File: src/rtl/req_capture_4_if.sv
// Request-capture bus: raw request/mask/clear controls in, pending/overflow/count status out.
interface req_capture_4_if;
  logic [3:0] req_in;
  logic [3:0] mask;
  logic       clr_valid;
  logic [1:0] clr_id;
  logic       ovf_clr;
  logic [3:0] pending;
  logic       any_pending;
  logic [3:0] overflow;
  logic [7:0] event_count;

  modport master (
    output req_in, mask, clr_valid, clr_id, ovf_clr,
    input  pending, any_pending, overflow, event_count
  );

  modport slave (
    input  req_in, mask, clr_valid, clr_id, ovf_clr,
    output pending, any_pending, overflow, event_count
  );
endinterface

File: src/rtl/req_capture_4.sv
// Four-channel asynchronous request capture: synchronize, detect edge/level, latch
// into a pending vector with per-channel overflow flags and a saturating event count.
module req_capture_4 #(
  parameter int EDGE_MODE = 1
) (
  input  logic            clk,
  input  logic            rst_n,
  req_capture_4_if.slave  bus
);

  logic [3:0] r_sync1;
  logic [3:0] r_req_s;
  logic [3:0] r_req_d;
  logic [3:0] r_pending;
  logic [3:0] r_overflow;
  logic [7:0] r_event_count;

  logic [3:0] w_set;
  logic [3:0] w_acc;
  logic [3:0] w_clr_hit;
  logic [3:0] w_ovf_hit;
  logic [3:0] w_pending_nxt;
  logic [3:0] w_overflow_nxt;
  logic [7:0] w_count_nxt;

  function automatic logic [2:0] popcount4(input logic [3:0] v);
    return {2'b00, v[0]} + {2'b00, v[1]} + {2'b00, v[2]} + {2'b00, v[3]};
  endfunction

  function automatic logic [7:0] sat_add8(input logic [7:0] a, input logic [2:0] b);
    logic [8:0] sum;
    sum = {1'b0, a} + {6'b000000, b};
    return sum[8] ? 8'hFF : sum[7:0];
  endfunction

  // Stage: two-flop synchronizer plus the delay flop used for edge detection
  always_ff @(posedge clk) begin
    if (!rst_n) begin
      r_sync1 <= 4'b0000;
      r_req_s <= 4'b0000;
      r_req_d <= 4'b0000;
    end else begin
      r_sync1 <= bus.req_in;
      r_req_s <= r_sync1;
      r_req_d <= r_req_s;
    end
  end

  // Stage: event qualification and next-state of the capture registers
  always_comb begin
    w_set          = (EDGE_MODE != 0) ? (r_req_s & ~r_req_d) : r_req_s;
    w_acc          = w_set & ~bus.mask;
    w_clr_hit      = bus.clr_valid ? (4'b0001 << bus.clr_id) : 4'b0000;
    // An accept colliding with a clear of the same bit is a hand-off, not a lost event
    w_ovf_hit      = w_acc & r_pending & ~w_clr_hit;
    w_pending_nxt  = (r_pending & ~w_clr_hit) | w_acc;
    w_overflow_nxt = (r_overflow & ~{4{bus.ovf_clr}}) | w_ovf_hit;
    w_count_nxt    = sat_add8(r_event_count, popcount4(w_acc));
  end

  always_ff @(posedge clk) begin
    if (!rst_n) begin
      r_pending     <= 4'b0000;
      r_overflow    <= 4'b0000;
      r_event_count <= 8'h00;
    end else begin
      r_pending     <= w_pending_nxt;
      r_overflow    <= w_overflow_nxt;
      r_event_count <= w_count_nxt;
    end
  end

  assign bus.pending     = r_pending;
  assign bus.any_pending = |r_pending;
  assign bus.overflow    = r_overflow;
  assign bus.event_count = r_event_count;

endmodule

File: src/flat_wrapper.sv
// flat-port wrapper written by rule: the top's interface ports become plain ports
module req_capture_4_flat 
#(
  parameter int EDGE_MODE = 1
)
  (clk, rst_n, bus_req_in, bus_mask, bus_clr_valid, bus_clr_id, bus_ovf_clr, bus_pending, bus_any_pending, bus_overflow, bus_event_count);
  req_capture_4_if bus_i ();
  input  logic clk;
  input  logic rst_n;
  input wire logic [$bits(bus_i.req_in)-1:0] bus_req_in;
  input wire logic [$bits(bus_i.mask)-1:0] bus_mask;
  input wire logic [$bits(bus_i.clr_valid)-1:0] bus_clr_valid;
  input wire logic [$bits(bus_i.clr_id)-1:0] bus_clr_id;
  input wire logic [$bits(bus_i.ovf_clr)-1:0] bus_ovf_clr;
  output wire logic [$bits(bus_i.pending)-1:0] bus_pending;
  output wire logic [$bits(bus_i.any_pending)-1:0] bus_any_pending;
  output wire logic [$bits(bus_i.overflow)-1:0] bus_overflow;
  output wire logic [$bits(bus_i.event_count)-1:0] bus_event_count;
  assign bus_i.req_in = bus_req_in;
  assign bus_i.mask = bus_mask;
  assign bus_i.clr_valid = bus_clr_valid;
  assign bus_i.clr_id = bus_clr_id;
  assign bus_i.ovf_clr = bus_ovf_clr;
  assign bus_pending = bus_i.pending;
  assign bus_any_pending = bus_i.any_pending;
  assign bus_overflow = bus_i.overflow;
  assign bus_event_count = bus_i.event_count;
  req_capture_4 #(.EDGE_MODE(EDGE_MODE)) u_core (.clk(clk), .rst_n(rst_n), .bus(bus_i));
endmodule
File: config.mk
export PLATFORM = sky130hd
export DESIGN_NAME = req_capture_4_flat
export DESIGN_NICKNAME = d
export VERILOG_FILES = /design/src/rtl/req_capture_4_if.sv /design/src/rtl/req_capture_4.sv /design/src/flat_wrapper.sv
export SDC_FILE = /design/constraint.sdc
export NUM_CORES = 1
export LEC_CHECK = 0
export BUFFER_PORTS_ARGS = -buffer_cell sky130_fd_sc_hd__buf_2
export CAP_MARGIN = 0
export CORE_ASPECT_RATIO = 0.9
export CORE_UTILIZATION = 36
export CTS_BUF_LIST = sky130_fd_sc_hd__clkbuf_4
export CTS_CLUSTER_DIAMETER = 150
export DETAILED_ROUTE_END_ITERATION = 8
export HOLD_SLACK_MARGIN = 0.15
export PLACE_DENSITY = 0.7
export SYNTH_ARGS = -nofsm -noshare
export SYNTH_HDL_FRONTEND = slang
export SYNTH_SLANG_ARGS = --single-unit
export TNS_END_PERCENT = 1
File: constraint.sdc
create_clock -name clk -period 9.7 [get_ports clk]
set_input_delay 2.425 -clock clk [delete_from_list [all_inputs] [get_ports clk]]
set_output_delay 2.425 -clock clk [all_outputs]
set_load 0.05 [all_outputs]
# After elaboration in Yosys (flattened, before gate mapping)
# Index checks and enable logic that the tools add are counted.
[word_totals]
out_inout_bits = 17
input_bits = 14
ff_bits = 28
wordCells = 26
[op_classes]
shifts = 1
n_reduce_logical = 1
muxes = 2
addsub = 4
bitwise = 12
[ops]
columns = ["operator", "n"]
rows = [
  ["$and 4x4->4", 6],
  ["$not 4->4", 4],
  ["$add 8x3->9", 1],
  ["$mux 8", 1],
  ["$or 4x4->4", 2],
  ["$add 3x1->3", 2],
  ["$mux 4", 1],
  ["$reduce_or 4->1", 1],
  ["$shl 1x2->4 const A", 1],
  ["$add 1x1->2", 1],
]

# Logic depth before layout (Yosys ltp)
[logic_depth]
depth_word = 8
mapped_depth = 13
ltp_nobuf = 13

# Worst setup path after synthesis
# Ideal clock, no wire load.
[synth_path]
path_type = "input-to-reg"
startpoint = "in bus_mask[0]"
endpoint = "reg u_core.r_event_count[7], in the netlist u_core.bus.event_count[7]"
required_time_ns = 9.622
setup_ns = 0.078
n_path_buf = 0
arrival_time_ns = 4.762
path_stages = 13
path_slack_ns = 4.860
path_cell_list = "or3b_2 inv_1 ha_1 inv_1 fa_1 inv_1 ha_1 inv_1 fa_1 inv_1 a21oi_1 and4_2 nor3_1"
[synth_between]
elab_chain_len = 7
[synth_lines]
columns = ["item", "line_no", "source"]
rows = [
  ["start, declared", "flat_wrapper.sv:11", "input wire logic [$bits(bus_i.mask)-1:0] bus_mask;"],
  ["$not 4->4", "req_capture_4.sv:52", "w_acc = w_set & ~bus.mask;"],
  ["$and 4x4->4", "req_capture_4.sv:52", ""],
  ["$add 1x1->2", "req_capture_4.sv:27", "return {2'b00, v[0]} + {2'b00, v[1]} + {2'b00, v[2]} + {2'b00, v[3]};"],
  ["$add 3x1->3 (2 in a row)", "req_capture_4.sv:27", ""],
  ["$add 8x3->9", "req_capture_4.sv:32", "sum = {1'b0, a} + {6'b000000, b};"],
  ["$mux 8", "req_capture_4.sv:33", "return sum[8] ? 8'hFF : sum[7:0];"],
  ["end signal, assigned", "req_capture_4.sv:69", "r_event_count <= w_count_nxt;"],
  ["end, declared", "req_capture_4.sv:16", "logic [7:0] r_event_count;"],
]
# Every way passes these cells.
# A chain may end at the register's enable or synchronous reset.

# Worst setup path in the final report
[layout_path]
startpoint = "in bus_mask[0]"
endpoint = "reg u_core.r_event_count[6], in the netlist u_core.bus.event_count[6]"
# Same word-level chain as after synthesis.

==> run_summary.xml <==
<?xml version="1.0" encoding="UTF-8"?>
<metrics>
  <group name="status">
    <metric name="result_of_the_run" unit="">complete, no violations</metric>
  </group>
  <group name="finish">
    <metric name="nNetsFinal" unit="">169</metric>
    <metric name="post_route_cells_drive_above_1_share" unit="">0.272</metric>
    <metric name="fillcell_total" unit="">290</metric>
    <metric name="diodes" unit="">0</metric>
    <metric name="signed_area_change_from_the_synthesized_netlist_to_the_final_layout" unit="%">19.4</metric>
  </group>
  <group name="die">
    <metric name="core_region_area" unit="sq mm">0.00286</metric>
    <metric name="die_width" unit="um">61.0</metric>
    <metric name="die-area" unit="sq mm">0.00336</metric>
    <metric name="floorplan.rows" unit="">18</metric>
    <metric name="die-height" unit="um">55.1</metric>
    <metric name="io_pins" unit="">31</metric>
    <metric name="start_util" unit="">0.394</metric>
  </group>
  <group name="synth">
    <metric name="synth_area" unit="sq mm">0.00113</metric>
    <metric name="postSynthAreaPerCell" unit="sq um">9.79</metric>
    <metric name="synthesized_netlist_net_count" unit="">136</metric>
    <metric name="synth.lib_cells_used.distinct" unit="">31</metric>
    <metric name="synth_top_family_by_area" unit="">simple AND/OR/NAND/NOR gates</metric>
    <metric name="multiplexer_share_of_the_synthesized_area" unit="">0</metric>
    <metric name="synth_sequential_area_ratio" unit="">0.498</metric>
    <metric name="synth_fa_ha_area_frac" unit="">0.0911</metric>
    <metric name="synth_xor_area_frac" unit="">0.0233</metric>
    <metric name="synthFlopType" unit="">sky130_fd_sc_hd__dfxtp_1</metric>
    <metric name="synth_enable_flop_cells" unit="">0</metric>
    <metric name="synth-seq-cells" unit="">28</metric>
    <metric name="post_synth_inst_count" unit="">115</metric>
    <metric name="synthesized_area_fraction_occupied_by_ao_oa_aoi_and_oai_cells" unit="">0.120</metric>
    <metric name="post_synth_and_or_nand_nor_area_fraction" unit="">0.221</metric>
    <metric name="asyncSetResetFlopFracSynth" unit="">0</metric>
    <metric name="synthesis.yosys.warnings" unit="">0</metric>
  </group>
  <group name="sta">
    <metric name="accumulated_negative_setup_slack" unit="ns">0</metric>
    <metric name="final_period_minus_worst_setup_slack" unit="ns">4.77</metric>
    <metric name="final.period_utilization" unit="">0.491</metric>
    <metric name="worst_slew_margin_rel" unit="">0.701</metric>
    <metric name="final-hold-violation-count" unit="">0</metric>
    <metric name="setup_viol" unit="">0</metric>
    <metric name="rsz0062_at_grt" unit="">false</metric>
    <metric name="fin_skew" unit="ns">0.00267</metric>
    <metric name="max_slew.worst_pin.slew" unit="ns">0.448</metric>
    <metric name="timing.fmax" unit="MHz">210</metric>
    <metric name="slew_viol_final" unit="">0</metric>
    <metric name="hold_slack" unit="ns">0.451</metric>
  </group>
  <group name="power">
    <metric name="leak_pwr" unit="nW">0.639</metric>
    <metric name="p_int" unit="mW">0.141</metric>
    <metric name="switchingPower" unit="mW">0.0466</metric>
    <metric name="comb_power_share" unit="">0.108</metric>
    <metric name="power_density" unit="mW/mm^2">139</metric>
    <metric name="ir_worst_vdd" unit="V">0.0000790</metric>
    <metric name="sequentialPowerShare" unit="">0.640</metric>
    <metric name="pwr-share-clk" unit="">0.252</metric>
    <metric name="power.share.switching" unit="">0.249</metric>
  </group>
  <group name="cts">
    <metric name="ctsRootBufferMaster" unit="">sky130_fd_sc_hd__clkbuf_4</metric>
    <metric name="cts_buffers" unit="">3</metric>
    <metric name="post_cts.resized_instances" unit="">0</metric>
    <metric name="cts.reportedPaths.clkPinSlew" unit="ns">0.14</metric>
    <metric name="worstSkewPairLatency" unit="ns">0.32</metric>
    <metric name="cts-htree-levels" unit="">1</metric>
    <metric name="postCtsSetupRepairBufs" unit="">0</metric>
    <metric name="tritoncts_clock_tree" unit="">yes</metric>
    <metric name="number_of_buffers_inserted_for_hold_repair_after_clock_tree_synthesis" unit="">0</metric>
    <metric name="clock_path_buffers" unit="">2</metric>
    <metric name="cts_sinks" unit="">28</metric>
  </group>
  <group name="place">
    <metric name="port_buffers" unit="">30</metric>
    <metric name="hpwl" unit="um">1630</metric>
    <metric name="place_congestion" unit="">0.768</metric>
  </group>
  <group name="worst_setup_path">
    <metric name="worst-endpoint-arrival" unit="ns">4.97</metric>
    <metric name="cp.required" unit="ns">9.91</metric>
    <metric name="start_kind" unit="">input port</metric>
    <metric name="worst_setup_path_end_kind" unit="">flip-flop</metric>
    <metric name="timing.critical_path.fanout_max" unit="">3</metric>
    <metric name="crit_type" unit="">in -&gt; reg</metric>
  </group>
  <group name="route">
    <metric name="detail_route.vias_per_cell" unit="">4.71</metric>
    <metric name="routed_wl" unit="um">2060</metric>
    <metric name="routed_wire_length_per_instance" unit="um">11.0</metric>
    <metric name="drt-pass1-iter-count" unit="">4</metric>
    <metric name="ant_nets" unit="">0</metric>
    <metric name="route.vias.total" unit="">880</metric>
    <metric name="drt_drc_violations_left" unit="">0</metric>
    <metric name="drt-initial-drc-count" unit="">15</metric>
  </group>
  <group name="grt">
    <metric name="grt_first_pass_wirelength" unit="um">3520</metric>
    <metric name="grt_max_degree" unit="">16</metric>
    <metric name="antenna_found_initial" unit="">0</metric>
    <metric name="grt_pass1_vias" unit="">824</metric>
    <metric name="grt.total_usage" unit="">0.144</metric>
    <metric name="grt_remaining_overflow" unit="">0</metric>
  </group>
  <group name="hold_path">
    <metric name="min_path_type" unit="">reg -&gt; reg</metric>
  </group>
  <group name="run">
    <metric name="cap_viol_max_count" unit="">0</metric>
  </group>
</metrics>
area by class of cell:
class / instances / area (sq um) / area share
Clock buffer: 3 / 22.5 / 0.0167
Clock inverter: 1 / 3.75 / 0.00279
Timing Repair Buffer: 30 / 150 / 0.112
Multi-Input combinational cell: 73 / 513 / 0.381
Sequential cell: 28 / 561 / 0.417
Inverter: 12 / 45.0 / 0.0335
Tap cell: 40 / 50.0 / 0.0372
power by group through the flow:
stage | registers, mW | clock network [mW] | logic (mW)
5_1_grt | 0.120 | 0.0538 | 0.0227
3_3_place_gp | 0.122 | 0 | 0.0199
3_5_place_dp | 0.123 | 0 | 0.0205
4_1_cts | 0.120 | 0.0490 | 0.0204
6_report | 0.120 | 0.0472 | 0.0201
2_1_floorplan | 0.127 | 0 | 0.00901
through the flow:
stage	cell area [sq um]	power, mW	instances	utilization	worst slack (ns)
floorplan	1130	0.136	115	-	4.86
global placement	1320	0.142	183	0.461	4.67
detailed placement	1320	0.143	183	0.461	4.56
CTS	1350	0.189	187	0.470	4.94
global route	1350	0.197	187	0.470	4.79
finish	1350	0.187	187	0.470	4.93
cell families after synthesis:
group                    after synthesis
XOR/XNOR                               3
buffers and inverters                 14
AO/OA/AOI/OAI                         23
AND/OR/NAND/NOR                       40
adder cells (fa/ha/maj)                7
flip-flops                            28
final timing paths:
path	endpoint	startpoint	slack (ns)	cells past startpoint
worst min register to register	u_core.r_req_s[0]	u_core.r_sync1[0]	0.45	1
worst min-delay path	u_core.r_req_s[0]	u_core.r_sync1[0]	0.45	1
worst max register to register	u_core.bus.event_count[6]	u_core.r_req_d[0]	6.78	13
worst max-delay path	u_core.bus.event_count[6]	bus_mask[0]	4.93	14
critical path, cell delays in order:
cell and delay (ns):
sky130_fd_sc_hd__buf_2 0.09, sky130_fd_sc_hd__or3b_2 0.46, sky130_fd_sc_hd__inv_1 0.07, sky130_fd_sc_hd__ha_1 0.21, sky130_fd_sc_hd__inv_1 0.06, sky130_fd_sc_hd__fa_1 0.40
sky130_fd_sc_hd__inv_1 0.06, sky130_fd_sc_hd__ha_1 0.16, sky130_fd_sc_hd__inv_1 0.06, sky130_fd_sc_hd__fa_1 0.40, sky130_fd_sc_hd__inv_1 0.09, sky130_fd_sc_hd__a21oi_1 0.10
sky130_fd_sc_hd__nor4b_1 0.29, sky130_fd_sc_hd__nor3_1 0.09
placed cells by master (no fill, tap or decap), types with 2 or more instances in the layout:
cell type,Yosys,layout
sky130_fd_sc_hd__nor2_1,6,6
sky130_fd_sc_hd__ha_1,5,5
sky130_fd_sc_hd__or3b_2,3,3
sky130_fd_sc_hd__xnor2_1,2,2
sky130_fd_sc_hd__dfxtp_1,28,28
sky130_fd_sc_hd__nand2_1,3,3
sky130_fd_sc_hd__buf_2,0,30
sky130_fd_sc_hd__nand3_1,3,3
sky130_fd_sc_hd__o21ai_0,3,3
sky130_fd_sc_hd__and2_1,13,13
sky130_fd_sc_hd__o21a_1,2,2
sky130_fd_sc_hd__inv_1,12,12
sky130_fd_sc_hd__fa_1,2,2
sky130_fd_sc_hd__a21oi_1,13,13
sky130_fd_sc_hd__a2bb2oi_1,2,2
sky130_fd_sc_hd__clkbuf_4,0,3
sky130_fd_sc_hd__nor3_1,2,2
layer usage:
layer	GRT usage	share of wire
met5	0	0
met4	0.0227	0
met3	0.0419	0.053
met2	0.255	0.47
met1	0.179	0.48
synth_stat cells (2+ instances only):
master	number	area, sq um
sky130_fd_sc_hd__a21oi_1	13	65.1
sky130_fd_sc_hd__a2bb2oi_1	2	17.5
sky130_fd_sc_hd__and2_1	13	81.3
sky130_fd_sc_hd__dfxtp_1	28	561
sky130_fd_sc_hd__fa_1	2	40.0
sky130_fd_sc_hd__ha_1	5	62.6
sky130_fd_sc_hd__inv_1	12	45.0
sky130_fd_sc_hd__nand2_1	3	11.3
sky130_fd_sc_hd__nand3_1	3	15.0
sky130_fd_sc_hd__nor2_1	6	22.5
sky130_fd_sc_hd__nor3_1	2	10.0
sky130_fd_sc_hd__o21a_1	2	15.0
sky130_fd_sc_hd__o21ai_0	3	15.0
sky130_fd_sc_hd__or3b_2	3	26.3
sky130_fd_sc_hd__xnor2_1	2	17.5
sequential cells by signal (all words and copies together), names as in the netlist:
name and cells:
u_core.r_req_s 4, u_core.bus.overflow 4, u_core.r_sync1 4, u_core.r_req_d 4, u_core.bus.pending 4, u_core.bus.event_count 8
No activity file was read; power rests on OpenSTA's default activity.
